## src/rtl/issue_queue_age_select.sv

```systemverilog
// Out-of-order issue queue: slot allocation, CDB wakeup,
// oldest-ready-first select from an age matrix, branch kill and flush.
module issue_queue_age_select #(
  parameter int QUEUE_DEPTH = 8,
  parameter int NUM_CDB     = 2,
  parameter int PREG_W      = 6,
  parameter int BMASK_W     = 4,
  parameter int DATA_W      = 64,
  localparam int BB_W  = $clog2(BMASK_W),
  localparam int OCC_W = $clog2(QUEUE_DEPTH + 1)
) (
  input  logic                      clk,
  input  logic                      rst,
  input  logic                      disp_valid,
  output logic                      disp_ready,
  input  logic [DATA_W-1:0]         disp_payload,
  input  logic                      disp_use_rs1,
  input  logic                      disp_use_rs2,
  input  logic [PREG_W-1:0]         disp_rs1_tag,
  input  logic [PREG_W-1:0]         disp_rs2_tag,
  input  logic                      disp_rs1_rdy,
  input  logic                      disp_rs2_rdy,
  input  logic [BMASK_W-1:0]        disp_bmask,
  input  logic [NUM_CDB-1:0]        cdb_valid,
  input  logic [NUM_CDB*PREG_W-1:0] cdb_tag,
  input  logic                      br_resolve,
  input  logic                      br_mispred,
  input  logic [BB_W-1:0]           br_bit,
  input  logic                      flush,
  output logic                      issue_valid,
  input  logic                      issue_ready,
  output logic [DATA_W-1:0]         issue_payload,
  output logic [PREG_W-1:0]         issue_rs1_tag,
  output logic [PREG_W-1:0]         issue_rs2_tag,
  output logic                      issue_use_rs1,
  output logic                      issue_use_rs2,
  output logic [BMASK_W-1:0]        issue_bmask,
  output logic [OCC_W-1:0]          occupancy
);

  logic [QUEUE_DEPTH-1:0] valid_q;
  logic [QUEUE_DEPTH-1:0] use1_q;
  logic [QUEUE_DEPTH-1:0] use2_q;
  logic [QUEUE_DEPTH-1:0] rdy1_q;
  logic [QUEUE_DEPTH-1:0] rdy2_q;
  logic [PREG_W-1:0]      tag1_q  [QUEUE_DEPTH];
  logic [PREG_W-1:0]      tag2_q  [QUEUE_DEPTH];
  logic [BMASK_W-1:0]     bmask_q [QUEUE_DEPTH];
  logic [DATA_W-1:0]      pay_q   [QUEUE_DEPTH];
  logic [QUEUE_DEPTH-1:0] older_q [QUEUE_DEPTH];

  logic [QUEUE_DEPTH-1:0] hit1;
  logic [QUEUE_DEPTH-1:0] hit2;
  logic                   din_hit1;
  logic                   din_hit2;
  logic [QUEUE_DEPTH-1:0] kill;
  logic [QUEUE_DEPTH-1:0] ready;
  logic [QUEUE_DEPTH-1:0] grant;
  logic [QUEUE_DEPTH-1:0] alloc_oh;
  logic [QUEUE_DEPTH-1:0] valid_n;
  logic [OCC_W-1:0]       occ_n;
  logic [BMASK_W-1:0]     bclr;
  logic                   br_kill;
  logic                   br_ok;
  logic                   disp_drop;
  logic                   alloc;
  logic                   fire;

  assign br_kill    = br_resolve & br_mispred;
  assign br_ok      = br_resolve & ~br_mispred;
  assign disp_ready = (occupancy != OCC_W'(QUEUE_DEPTH));
  assign disp_drop  = flush | (br_kill & disp_bmask[br_bit]);
  assign alloc      = disp_valid & disp_ready & ~disp_drop & ~rst;
  assign issue_valid = |grant;
  assign fire       = issue_valid & issue_ready;

  always_comb begin
    bclr = '1;
    if (br_ok) bclr[br_bit] = 1'b0;
  end

  always_comb begin
    hit1     = '0;
    hit2     = '0;
    din_hit1 = 1'b0;
    din_hit2 = 1'b0;
    for (int p = 0; p < NUM_CDB; p++) begin
      if (cdb_valid[p]) begin
        if (cdb_tag[p*PREG_W +: PREG_W] == disp_rs1_tag)
          din_hit1 = 1'b1;
        if (cdb_tag[p*PREG_W +: PREG_W] == disp_rs2_tag)
          din_hit2 = 1'b1;
        for (int i = 0; i < QUEUE_DEPTH; i++) begin
          if (cdb_tag[p*PREG_W +: PREG_W] == tag1_q[i])
            hit1[i] = 1'b1;
          if (cdb_tag[p*PREG_W +: PREG_W] == tag2_q[i])
            hit2[i] = 1'b1;
        end
      end
    end
  end

  always_comb begin
    for (int i = 0; i < QUEUE_DEPTH; i++) begin
      kill[i]  = br_kill & bmask_q[i][br_bit];
      ready[i] = valid_q[i] & ~kill[i]
               & (~use1_q[i] | rdy1_q[i] | hit1[i])
               & (~use2_q[i] | rdy2_q[i] | hit2[i]);
    end
  end

  // An entry is blocked by any ready entry that is older than it.
  always_comb begin
    logic blk;
    blk   = 1'b0;
    grant = '0;
    for (int i = 0; i < QUEUE_DEPTH; i++) begin
      blk = 1'b0;
      for (int j = 0; j < QUEUE_DEPTH; j++)
        if (ready[j] && older_q[j][i]) blk = 1'b1;
      grant[i] = ready[i] & ~blk & ~flush;
    end
  end

  always_comb begin
    issue_payload = '0;
    issue_rs1_tag = '0;
    issue_rs2_tag = '0;
    issue_use_rs1 = 1'b0;
    issue_use_rs2 = 1'b0;
    issue_bmask   = '0;
    for (int i = 0; i < QUEUE_DEPTH; i++) begin
      if (grant[i]) begin
        issue_payload = issue_payload | pay_q[i];
        issue_rs1_tag = issue_rs1_tag | tag1_q[i];
        issue_rs2_tag = issue_rs2_tag | tag2_q[i];
        issue_use_rs1 = issue_use_rs1 | use1_q[i];
        issue_use_rs2 = issue_use_rs2 | use2_q[i];
        issue_bmask   = issue_bmask | (bmask_q[i] & bclr);
      end
    end
  end

  always_comb begin
    logic found;
    found    = 1'b0;
    alloc_oh = '0;
    for (int i = 0; i < QUEUE_DEPTH; i++) begin
      alloc_oh[i] = ~valid_q[i] & ~found;
      found       = found | ~valid_q[i];
    end
  end

  always_comb begin
    occ_n = '0;
    for (int i = 0; i < QUEUE_DEPTH; i++) begin
      valid_n[i] = (valid_q[i] & ~(fire & grant[i]) & ~kill[i])
                 | (alloc & alloc_oh[i]);
      if (flush) valid_n[i] = 1'b0;
      occ_n = occ_n + OCC_W'(valid_n[i]);
    end
  end

  always_ff @(posedge clk) begin
    if (rst) begin
      valid_q   <= '0;
      occupancy <= '0;
    end else begin
      valid_q   <= valid_n;
      occupancy <= occ_n;
    end
  end

  // Payload, tags and age carry no reset; valid qualifies them.
  always_ff @(posedge clk) begin
    for (int i = 0; i < QUEUE_DEPTH; i++) begin
      if (alloc && alloc_oh[i]) begin
        pay_q[i]   <= disp_payload;
        use1_q[i]  <= disp_use_rs1;
        use2_q[i]  <= disp_use_rs2;
        tag1_q[i]  <= disp_rs1_tag;
        tag2_q[i]  <= disp_rs2_tag;
        rdy1_q[i]  <= disp_rs1_rdy | din_hit1;
        rdy2_q[i]  <= disp_rs2_rdy | din_hit2;
        bmask_q[i] <= disp_bmask & bclr;
      end else begin
        rdy1_q[i]  <= rdy1_q[i] | (use1_q[i] & hit1[i]);
        rdy2_q[i]  <= rdy2_q[i] | (use2_q[i] & hit2[i]);
        bmask_q[i] <= bmask_q[i] & bclr;
      end
      for (int j = 0; j < QUEUE_DEPTH; j++) begin
        if (alloc) begin
          if (alloc_oh[i])
            older_q[i][j] <= 1'b0;
          else if (alloc_oh[j])
            older_q[i][j] <= valid_q[i];
        end
      end
    end
  end

endmodule

```

## config.mk

```make
export PLATFORM = sky130hd
export DESIGN_NAME = issue_queue_age_select
export DESIGN_NICKNAME = d
export VERILOG_FILES = /design/src/rtl/issue_queue_age_select.sv
export SDC_FILE = /design/constraint.sdc
export NUM_CORES = 1
export LEC_CHECK = 0
export CAP_MARGIN = 10
export CORE_MARGIN = 2
export CORE_UTILIZATION = 54
export DETAILED_ROUTE_END_ITERATION = 8
export GPL_ROUTABILITY_DRIVEN = 0
export PLACE_DENSITY = 0.82
export SYNTH_ARGS = -nofsm -noshare
export SYNTH_HDL_FRONTEND = slang
export SYNTH_SLANG_ARGS = --single-unit
```

## constraint.sdc

```tcl
create_clock -name clk -period 13.32 [get_ports clk]
set_input_delay 2.664 -clock clk [delete_from_list [all_inputs] [get_ports clk]]
set_output_delay 2.664 -clock clk [all_outputs]
set_load 0.1 [all_outputs]
```

; ---- After elaboration in Yosys (flattened, before gate mapping)
; Memories as Yosys holds them, arrays and structs flattened.
; Cells that the tools add are included.
[classes]
addsub = 7
reduce_logical = 95
muxes = 544
bitwise = 349
magnitude_cmp = 2
n_eq_ne = 37
[op_table]
columns = cell, n
row1 = $mux 64, 15
row2 = $or 64x64->64, 7
row3 = $reduce_or 64->1, 7
row4 = $mux 1, 447
row5 = $eq 6x6->1, 36
row6 = $mux 6, 30
row7 = $or 1x1->1, 143
row8 = $and 1x1->1, 110
row9 = $or 6x6->6, 14
row10 = $reduce_or 6->1, 14
row11 = $logic_and 1x1->1, 73
row12 = $mux 4, 17
row13 = $mux 3, 21
row14 = $not 1->1, 58
row15 = $and 4x4->4, 9
row16 = $mux 8, 4
row17 = $or 4x4->4, 7
row18 = $bmux 1 s2, 9
row19 = $add 4x1->4, 4
row20 = $reduce_or 8->1, 1
row21 = $add 3x1->4, 1
row22 = $ne 4x4->1 const B, 1
row23 = $not 4->4, 1
row24 = $add 2x1->3, 1
row25 = 4 further kinds, 4
[word_totals]
word_cells = 1059
mem_count = 5
ramBits = 704
out_inout_bits = 88
regBits = 44
[mem_list]
columns = name, depth, width, read_ports, rd_clocked_by_memory_dff, wr, line
row1 = pay_q, 8, 64, 8, 0, 1, 49  ; logic [DATA_W-1:0] pay_q [QUEUE_DEPTH];
row2 = older_q, 8, 8, 8, 0, 8, 50  ; logic [QUEUE_DEPTH-1:0] older_q [QUEUE_DEPTH];
row3 = tag1_q, 8, 6, 8, 0, 1, 46  ; logic [PREG_W-1:0] tag1_q [QUEUE_DEPTH];
row4 = tag2_q, 8, 6, 8, 0, 1, 47  ; logic [PREG_W-1:0] tag2_q [QUEUE_DEPTH];
row5 = bmask_q, 8, 4, 8, 0, 8, 48  ; logic [BMASK_W-1:0] bmask_q [QUEUE_DEPTH];

; ---- Depth between registers and ports, before layout
; An unclocked memory read counts as a cell.
[logic_depth]
ltp_word = 36
mapped_depth = 20
depth_no_buf = 17

; ---- Worst setup path after synthesis
; Ideal clock, no wire load.
[synth_timing]
kind = input to register
start = in br_bit[0]
end = reg occupancy[2]
t_required_ns = 13.205
cell_stages = 18
setup_ns = 0.115
path_buffers = 2
arrival_ns = 8.988
path_slack_ns = 4.217
cell_sequence = buf_4 -> mux4_2 -> nand2_1 -> nand4_1 -> nor3_2 -> nand2b_1 -> inv_1 -> buf_1 -> o21a_1 -> fa_1 -> inv_1 -> fa_1 -> inv_1 -> fa_1 -> ha_1 -> fa_1 -> xnor2_1 -> nor2_1
[synth_between]
word_cells_on_any_way = 280
[synth_rtl]
columns = item, line
row1 = start: declaration, 28  ; input logic [BB_W-1:0] br_bit,
row2 = $bmux 1 s2, 105  ; kill[i] = br_kill & bmask_q[i][br_bit];
row3 = $mux 1 (not written as such), 105
row4 = $and 1x1->1, 105
row5 = $not 1->1, 106  ; ready[i] = valid_q[i] & ~kill[i]
row6 = $and 1x1->1, 106
row7 = $and 1x1->1, 107  ; & (~use1_q[i] | rdy1_q[i] | hit1[i])
row8 = $and 1x1->1, 108  ; & (~use2_q[i] | rdy2_q[i] | hit2[i]);
row9 = $logic_and 1x1->1, 120  ; if (ready[j] && older_q[j][i]) blk = 1'b1;
row10 = (+13 left out), n/a
row11 = $and 1x1->1, 157  ; valid_n[i] = (valid_q[i] & ~(fire & grant[i]) & ~kill[i])
row12 = $not 1->1, 157
row13 = $and 1x1->1 (2 in a row), 157
row14 = $or 1x1->1 (*), 158  ; | (alloc & alloc_oh[i]);
row15 = $mux 1 (*), 159  ; if (flush) valid_n[i] = 1'b0;
row16 = named net valid_n[3], 60  ; logic [QUEUE_DEPTH-1:0] valid_n;
row17 = $add 3x1->4 (*), 160  ; occ_n = occ_n + OCC_W'(valid_n[i]);
row18 = $add 4x1->4 (*) (4 in a row), 160
row19 = end signal: assignment, 170  ; occupancy <= occ_n;
row20 = end: declaration, 38  ; output logic [OCC_W-1:0] occupancy
; Mark *: on every way through the listed nets, which the timed path passes. The rest lies on a longest branch. The select of a mux whose other input is x is not followed.
; A chain may end at the register's enable or synchronous reset.

; ---- Worst setup path after layout
[layout_timing]
start = in cdb_tag[11]
end = out issue_payload[47]
[layout_between]
elab_chain_len = 33
word_cells_on_any_way = 233
[layout_rtl]
columns = item, line
row1 = start: declaration, 25  ; input logic [NUM_CDB*PREG_W-1:0] cdb_tag,
row2 = $eq 6x6->1, 94  ; if (cdb_tag[p*PREG_W +: PREG_W] == tag1_q[i])
row3 = $mux 1, 94
row4 = $mux 8, 88  ; if (cdb_valid[p]) begin
row5 = $or 1x1->1, 107
row6 = $and 1x1->1, 107
row7 = $and 1x1->1, 108
row8 = $logic_and 1x1->1, 120
row9 = $mux 1 (8 in a row), 120
row10 = (+10 left out), n/a
row11 = $or 64x64->64, 134  ; issue_payload = issue_payload | pay_q[i];
row12 = $mux 64, 133  ; if (grant[i]) begin
row13 = $or 64x64->64, 134
row14 = $mux 64, 133
row15 = $or 64x64->64, 134
row16 = $mux 64, 133
row17 = $or 64x64->64, 134
row18 = $mux 64 (*), 133
row19 = end: declaration, 32  ; output logic [DATA_W-1:0] issue_payload,
; Every way passes the cells marked *; elsewhere a longest branch is shown, timed or not.

==> impl_metrics.tcl <==
set metrics [dict create \
    pwr-share-clk_pct 41.1 \
    layout.cells.non_filler 3042 \
    critical-path-slowest-cell "sky130_fd_sc_hd__clkdlybuf4s50_1" \
    avgViaCountPerCell 6.64 \
    final_max_slew_viol_count 0 \
    setup_viol 0 \
    design.portCount 195 \
    ys_seq_elements 740 \
    clk_latency_ns 0.60 \
    net-switching-power_uw 968 \
    final_layout_size_suffix_gt1_share_pct 7.57 \
    worst_ep_required_time_ns 10.66 \
    grt.total_usage_pct 28.4 \
    yosys_most_used_dff "sky130_fd_sc_hd__edfxtp_1" \
    cts_buffer_depth 3 \
    min_period_over_period_pct 84.5 \
    drc 0 \
    final-hold-violation-count 0 \
    cpPeakStageDelay_ns 1.18 \
    start_util_pct 54.3 \
    worstMarginPinSlew_ns 1.26 \
    instance_count_of_the_mapped_netlist 2056 \
    clock_skew_ns 0.00938 \
    finalWirelength_um 83200 \
    pwr-share-comb_pct 4.3 \
    tns_ns 0 \
    regToRegSetupSlack_ns 7.29 \
    timing.hold.worst.start "bmask_q[0][8]" \
    crit_start_category "input pin" \
    worstPathCellList "clkdlybuf4s50_1 -> buf_4 -> xnor2_1 -> nand3_1 -> o221ai_1 -> and4_1 -> o2111ai_1 -> nor2_4 -> buf_4 -> a22oi_1 -> nand4_1 -> clkdlybuf4s50_1" \
    ctsRootBufferMaster "sky130_fd_sc_hd__clkbuf_16" \
    period_minus_slack_ns 11.25 \
    synth_area_per_cell_um2 14.8 \
    post_cts_resized 0 \
    grt_first_pass_wirelength_um 123000 \
    synth.cell_area_mm2 0.0304 \
    core_mm2 0.0561 \
    hold_end "bmask_q[0][8]" \
    area_growth_syn_to_layout_pct 16.0 \
    hold_slack_ns 0.474 \
    drtAntennaViolNets 0 \
    floorplan.die.width_um 241 \
    yosysUniqueCellTypes 56 \
    timing.critical_path.arrival_ns 8.59 \
    pwr-share-seq_pct 54.7 \
    die-area_mm2 0.0583 \
    power.static_leakage_uw 0.0113 \
    portBuffers 194 \
    wl_per_cell_um 27.4 \
    cts_tree "yes" \
    drt_pass1_iterations 6 \
    cts_hold_buffers 0 \
    max-slew-margin-rel_pct 15.8 \
    first_global_vias 20166 \
    r2r.worst_path.cells 18 \
    crit_family "buffers and inverters" \
    maximum_vdd_ir_drop_mv 0.133 \
    dpl.cell_count 2914 \
    commonest_non_fill_non_tap_cell_in_the_layout "sky130_fd_sc_hd__edfxtp_1" \
    yosys_warnings 0 \
    critPathBufInv 4 \
    fillerInstances 3857 \
    total_power_uw 4700 \
    grt_overflow 0 \
    r2r-start "tag1_q[1][11]" \
    die_y_um 241 \
    hold_depth 2 \
    maxCapViolations 0 \
    status "completed" \
    grt_setup_unrepaired "no" \
    std_cell_rows 87 \
    cts.reportedPaths.clkPinSlew_ns 0.06 \
    critical_path_peak_fanout 40 \
    hold_class "flip-flop to flip-flop" \
    syn-num-nets 2170 \
    layout_common_cells "680 x sky130_fd_sc_hd__edfxtp_1, 320 x sky130_fd_sc_hd__a22oi_1, 205 x sky130_fd_sc_hd__xnor2_1" \
    crit_type "input pin to primary output" \
    grt_max_degree 84 \
    p_int_uw 3730 \
    numCtsBuffers 72 \
    endpoint_kind "primary output" \
    post-dp-hpwl_um 47300 \
    num-nets-final 2347 \
    cts.repair_timing.setup_buffer_count 0 \
    cts_sinks 740 \
    synth-async-reset-ratio_pct 0 \
    net_sw_share_pct 20.6 \
    cellPowerDensity_mw_per_mm2 133 \
    clock_h_tree_levels 3 \
    synth_enable_flop_cells 680 \
    first_iter_violations 2790 \
    num_vias 20190 \
    synth-seq-area-share_pct 71.1 \
    critical_path.reg2reg.endpoint "occupancy[2]" \
    max_clock_freq_mhz 88.9 \
    antenna_found_initial 2 \
]
## worst min-delay path: cells and delay by family, from the launching register on
kind	cells	cell delay [ns]
AOI/OAI and AO/OA	1	0.05
DFF	1	0.32
and+or+nand+nor	1	0.05
## area by class of cell
cell class / instances / area [µm²] / area share [%]
Sequential cell: 740 / 21600 / 61.3
Multi-Input combinational cell: 1118 / 7970 / 22.6
Timing Repair Buffer: 236 / 2290 / 6.49
Clock buffer: 92 / 1920 / 5.44
Tap cell: 756 / 946 / 2.68
Clock inverter: 33 / 284 / 0.805
Inverter: 65 / 264 / 0.748
Antenna cell: 2 / 5.00 / 0.0142
## worst max-delay path by stage
stage	start	to	slack, ns	cells after the start
after floorplan	br_bit[0]	occupancy[2]	4.22	18
after global placement	cdb_tag[5]	issue_rs2_tag[0]	2.23	12
after detailed placement	cdb_tag[5]	issue_use_rs2	2.25	12
after CTS	cdb_tag[5]	issue_payload[29]	2.20	12
after global routing	cdb_tag[5]	issue_use_rs2	1.90	12
final	cdb_tag[11]	issue_payload[47]	2.07	12
## metrics by stage
step / setup slack, ns / area, µm² / utilization [%]
after global placement: 2.23 / 33100 / 59.0
after CTS: 2.20 / 35300 / 62.9
after global routing: 1.90 / 35300 / 63.0
after floorplan: 4.22 / 30400 / -
final: 2.07 / 35300 / 63.0
after detailed placement: 2.25 / 33100 / 59.0
## registers in the layout, summed over array words and instances, names as in the netlist
signal / flops
use1_q: 8
tag1_q: 48
valid_q: 8
rdy1_q: 8
pay_q: 512
rdy2_q: 8
older_q: 56
occupancy: 4
bmask_q: 32
use2_q: 8
tag2_q: 48
## kinds of logic after synthesis
group / Yosys count / synth area share (%)
flip-flops: 740 / 71.1
AO/OA/AOI/OAI: 472 / 11.4
AND/OR/NAND/NOR: 409 / 7.23
adder cells (fa/ha/maj): 7 / 0.387
buffers and inverters: 198 / 2.88
XOR/XNOR: 217 / 6.25
multiplexers: 13 / 0.798
## layer usage
| layer | routed length [µm] | vias up | global-route usage (%) | part of all wire, % |
|---|---|---|---|---|
| li1 | - | 8453 | - | - |
| met1 | 30300 | 9993 | 36.7 | 36 |
| met2 | 39000 | 1433 | 44.7 | 47 |
| met3 | 9540 | 307 | 6.64 | 11 |
| met4 | 4330 | 4 | 15.6 | 5.2 |
| met5 | 34 | - | 0 | 0.041 |
## synth_stat cells, drive strengths merged, types with 11 or more instances
master  instances  share of area, %
nor3           15              0.32
buf            78               1.4
nor2b          19              0.39
clkbuf         55              0.68
a21boi         11              0.30
xor2           12              0.35
nand4         151               3.1
o22ai          16              0.33
a211oi         17              0.42
a21oi          54              0.95
inv            65              0.81
nand2         117               1.4
xnor2         205               5.9
a22oi         320               7.9
nor4           11              0.23
dfxtp          60               3.9
edfxtp        680                67
and2           22              0.45
nand3          37              0.61
nor2           17              0.21
o221ai         16              0.50
## power groups by stage
stage / Sequential, µW / Combinational (µW) / Clock (µW)
2_1_floorplan: 2610 / 105 / 0
3_3_place_gp: 2610 / 188 / 0
3_5_place_dp: 2620 / 194 / 0
4_1_cts: 2570 / 196 / 1940
5_1_grt: 2570 / 211 / 2030
6_report: 2570 / 200 / 1930
Note: power is estimated with default switching activity, not from simulation.
